[config.mk]
export PLATFORM = sky130hd
export DESIGN_NAME = priority_decoder_3to8_seq
export DESIGN_NICKNAME = d
export VERILOG_FILES = /design/src/rtl/priority_decoder_3to8_seq.sv
export SDC_FILE = /design/constraint.sdc
export NUM_CORES = 1
export LEC_CHECK = 0
export CORE_MARGIN = 2
export CORE_UTILIZATION = 51
export CTS_CLUSTER_DIAMETER = 150
export CTS_CLUSTER_SIZE = 16
export DETAILED_ROUTE_END_ITERATION = 10
export PLACE_DENSITY = 0.83
export SLEW_MARGIN = 20
export SYNTH_ARGS = -nofsm -noshare
export SYNTH_HDL_FRONTEND = slang
export SYNTH_SLANG_ARGS = --single-unit
[constraint.sdc]
create_clock -name clk -period 2 [get_ports clk]
set_input_delay 0.3 -clock clk [delete_from_list [all_inputs] [get_ports clk]]
set_output_delay 0.3 -clock clk [all_outputs]
set_load 0.02 [all_outputs]
[src/rtl/priority_decoder_3to8_seq.sv]
// Sequenced 3-to-8 decoder: each accepted code drives a one-hot output for HOLD cycles,
// followed by GAP idle cycles. Define DEC_FIFO_EN to add a 2-entry input FIFO.
module priority_decoder_3to8_seq #(
    parameter int unsigned HOLD = 4,
    parameter int unsigned GAP  = 1
) (
    input  logic       clk,
    input  logic       rst_n,
    input  logic       in_valid,
    input  logic [2:0] in_idx,
    output logic       in_ready,
    output logic [7:0] o,
    output logic       busy,
    output logic       done
);

    localparam logic [7:0] HoldM1 = 8'(HOLD - 1);
    localparam logic [7:0] GapM1  = (GAP > 0) ? 8'(GAP - 1) : 8'd0;

    typedef enum logic [1:0] {
        StIdle,
        StActive,
        StGap
    } state_e;

    state_e     state_q, state_d;
    logic [7:0] cnt_q, cnt_d;
    logic [7:0] o_q, o_d;
    logic       live_q;
    logic       accept;
    logic       have_code;
    logic [2:0] load_idx;
    logic       load;

    // Holds in_ready low until the first edge after reset release.
    always_ff @(posedge clk or negedge rst_n) begin
        if (!rst_n) begin
            live_q <= 1'b0;
        end else begin
            live_q <= 1'b1;
        end
    end

`ifdef DEC_FIFO_EN
    logic [2:0] mem_q [2];
    logic       wr_ptr_q, rd_ptr_q;
    logic [1:0] count_q;
    logic       full, empty;

    assign full      = (count_q == 2'd2);
    assign empty     = (count_q == 2'd0);
    assign in_ready  = live_q & ~full;
    assign accept    = in_valid & in_ready;
    assign have_code = ~empty;
    assign load_idx  = mem_q[rd_ptr_q];

    always_ff @(posedge clk or negedge rst_n) begin
        if (!rst_n) begin
            mem_q[0] <= 3'd0;
            mem_q[1] <= 3'd0;
            wr_ptr_q <= 1'b0;
            rd_ptr_q <= 1'b0;
            count_q  <= 2'd0;
        end else begin
            if (accept) begin
                mem_q[wr_ptr_q] <= in_idx;
                wr_ptr_q        <= ~wr_ptr_q;
            end
            if (load) begin
                rd_ptr_q <= ~rd_ptr_q;
            end
            case ({accept, load})
                2'b10:   count_q <= count_q + 2'd1;
                2'b01:   count_q <= count_q - 2'd1;
                default: count_q <= count_q;
            endcase
        end
    end
`else
    assign in_ready  = live_q & (state_q == StIdle);
    assign accept    = in_valid & in_ready;
    assign have_code = accept;
    assign load_idx  = in_idx;
`endif

    // Without the FIFO have_code is only ever true in IDLE, so the end-of-window
    // reload paths below are inert in that build.
    always_comb begin
        state_d = state_q;
        cnt_d   = cnt_q;
        o_d     = o_q;
        load    = 1'b0;
        case (state_q)
            StIdle: begin
                o_d = 8'd0;
                if (have_code) begin
                    load = 1'b1;
                end
            end
            StActive: begin
                if (cnt_q == 8'd0) begin
                    o_d = 8'd0;
                    if (GAP > 0) begin
                        state_d = StGap;
                        cnt_d   = GapM1;
                    end else begin
                        state_d = StIdle;
                        if (have_code) begin
                            load = 1'b1;
                        end
                    end
                end else begin
                    cnt_d = cnt_q - 8'd1;
                end
            end
            StGap: begin
                o_d = 8'd0;
                if (cnt_q == 8'd0) begin
                    state_d = StIdle;
                    if (have_code) begin
                        load = 1'b1;
                    end
                end else begin
                    cnt_d = cnt_q - 8'd1;
                end
            end
            default: begin
                state_d = StIdle;
                cnt_d   = 8'd0;
                o_d     = 8'd0;
            end
        endcase
        if (load) begin
            state_d = StActive;
            cnt_d   = HoldM1;
            o_d     = 8'd1 << load_idx;
        end
    end

    always_ff @(posedge clk or negedge rst_n) begin
        if (!rst_n) begin
            state_q <= StIdle;
            cnt_q   <= 8'd0;
            o_q     <= 8'd0;
        end else begin
            state_q <= state_d;
            cnt_q   <= cnt_d;
            o_q     <= o_d;
        end
    end

    assign o    = o_q;
    assign busy = (state_q != StIdle);
    assign done = (state_q == StActive) && (cnt_q == 8'd0);

endmodule
==> reports/results.ini <==
[outcome]
status = completed

[cells_and_area]
fillCellCount = 146
finish.utilization = 0.688
areaGrowthSynthToFinish_pct = 29.9
num_antenna_cells = 0
drive_gt1_frac = 0.183
layout_common_cells = 19 x dfrtp_1, 13 x clkdlybuf4s50_1, 10 x buf_4
nets = 138
final_common_cell = dfrtp_1

[worst_setup_path]
cp.required_ps = 2200
path_class = flip-flop to flip-flop
worst_ep_arrival_time_ps = 2130
cp_cell_sequence = inv_1 > ha_2 > or4_4 > o2111a_2 > a22o_1 > a21o_1
path_delay_family = compound AO/OA/AOI/OAI gates
path_buf_inv = 1
crit_path_start_kind = flip-flop
crit_fanout = 6
endpoint_kind = flip-flop
slowest_delay_ps = 510
crit_slowest_cell = or4_4

[drt]
drt_iter0_drc = 20
num_vias = 884
post-route-drc-count = 0
avgViaCountPerCell = 5.78
routed_wl_um = 2160
ant_nets = 0
wl_per_cell_um = 14.1
dr.pass1.iters = 5

[placement]
gp_congestion = 0.883
dpl.hpwl_um = 1670
io_buffers = 16

[timing]
maxSlewViolCount = 0
fin_crit_ps = 1930
skew_ps = 3.70
finalSetupViolCount = 0
fin_crit_sh = 0.964
rsz0062_at_grt = false
hold_viol = 0
max_freq_mhz = 519
fin_setup_tns_ps = 0

[power_and_ir_drop]
power.density_nw_per_um2 = 459
finalPower_w = 0.000601
leakage_nw = 0.597
irDropWorstVdd_mv = 0.512

[die]
initial_core_util = 0.530
die_area_um2 = 2350
row_count = 16
die_h_um = 48.4
ioPinCount = 17
core_area_um2 = 1900
die_width_um = 48.4

[global_routing]
grt_pass1_vias = 806
antenna_found_initial = 0
grt_pass1_wl_um = 3800
grtUsageTotal = 0.211
grt_max_degree = 20
grt.overflow.total = 0

[cts]
hold_buffers = 0
htree_levels = 1
cts_buffers = 3
clock-root-buffer = clkbuf_4
clk_path_buf_depth = 2
cts_sinks = 19
worst_skew_pair.late_latency_ps = 300
clk_pin_slew_ps = 100
cts_tree = yes

[synthesis]
synth_top_area_frac = 0.472
yosysTopAreaCell = dfrtp_1
yosys-top-cells-area = dfrtp_1 47%, ha_1 6.2%, a22o_1 6.1%, nand3_1 4.5%, o311ai_0 2.6%
ys_seq_elements = 19
synthCells = 99
ys_async_sr_fraction = 1.00
avgSynthCellArea_um2 = 10.2
synth-main-ff-cell = dfrtp_1
synth_area_um2 = 1010
ys_warn_count = 0
yosys.cell_types.count = 31
synth_edf_count = 0
syn_nets = 110
ys_seq_area_frac = 0.472

[worst_hold_path]
hp-class = input pin to async pin

[job]
max_cap_viol_count = 0

==> through the flow <==
step                setup slack [ps]  std cells  hold slack (ps)  instance area [um2]
floorplan                        164         99             4.41                 1010
global placement                74.8        147              479                 1250
detailed placement              21.3        147              482                 1250
CTS                             19.5        151              322                 1280
global route                   0.122        153              347                 1310
finish                          72.5        153              316                 1310
==> metal layers <==
metal | vias up | wire length, um | track usage
li1 | 428 | - | -
met1 | 426 | 955 | 0.269
met2 | 27 | 1060 | 0.356
met3 | 3 | 117 | 0.0463
met4 | 0 | 31 | 0.0714
met5 | - | 0 | 0
==> final timing paths <==
path / startpoint / endpoint / slack [ps] / cells after the start
worst min register to register: o[3] / o[3] / 500 / 1
min in group clk: o[3] / o[3] / 500 / 1
worst min-delay path: rst_n / live_q / 320 / 2
worst max-delay path: state_q[0] / cnt_q[3] / 70 / 6
worst max register to register: state_q[0] / cnt_q[3] / 70 / 6
max in group asynchronous: rst_n / o[1] / 1490 / 2
==> synthesized netlist by cell type (3+ instances only) <==
library cell	instances
and3_1	4
or3_1	4
nand2_1	4
nor2_1	5
ha_1	5
o311ai_0	3
o211ai_1	3
a22o_1	7
nand3_1	9
dfrtp_1	19
inv_1	6
nor2b_1	3
==> flip-flops by register name (all words and copies together), names as in the netlist <==
name	cells
cnt_q	8
o	8
state_q	2
live_q	1
==> cell families after synthesis <==
family                   share of synthesized area
buffers and inverters                       0.0348
flip-flops                                   0.472
adder cells (fa/ha/maj)                     0.0621
AND/OR/NAND/NOR                              0.212
AO/OA/AOI/OAI                                0.215
other                                      0.00372
==> power by group <==
part	switching (W)	internal, W
registers	0.000000742	0.000385
clock network	0.000116	0.0000747
logic	0.0000127	0.0000113
total	0.000130	0.000471
==> repair_timing <==
action                                  4_1_cts  5_1_grt
endpoints found under the setup margin        2        3
pin swaps                                     0        2
cloned                                        0        0
gates resized for setup                       3        6
setup buffers                                 0        2
==> final cells by class <==
class,count,area [um2],share of cell area
Inverter,6,22.5,0.0172
Clock buffer,3,22.5,0.0172
Sequential cell,19,475,0.363
Timing Repair Buffer,26,231,0.177
Tap cell,27,33.8,0.0258
Multi-Input combinational cell,71,518,0.396
Clock inverter,1,5.00,0.00382
Note: power is estimated with default switching activity, not from simulation.
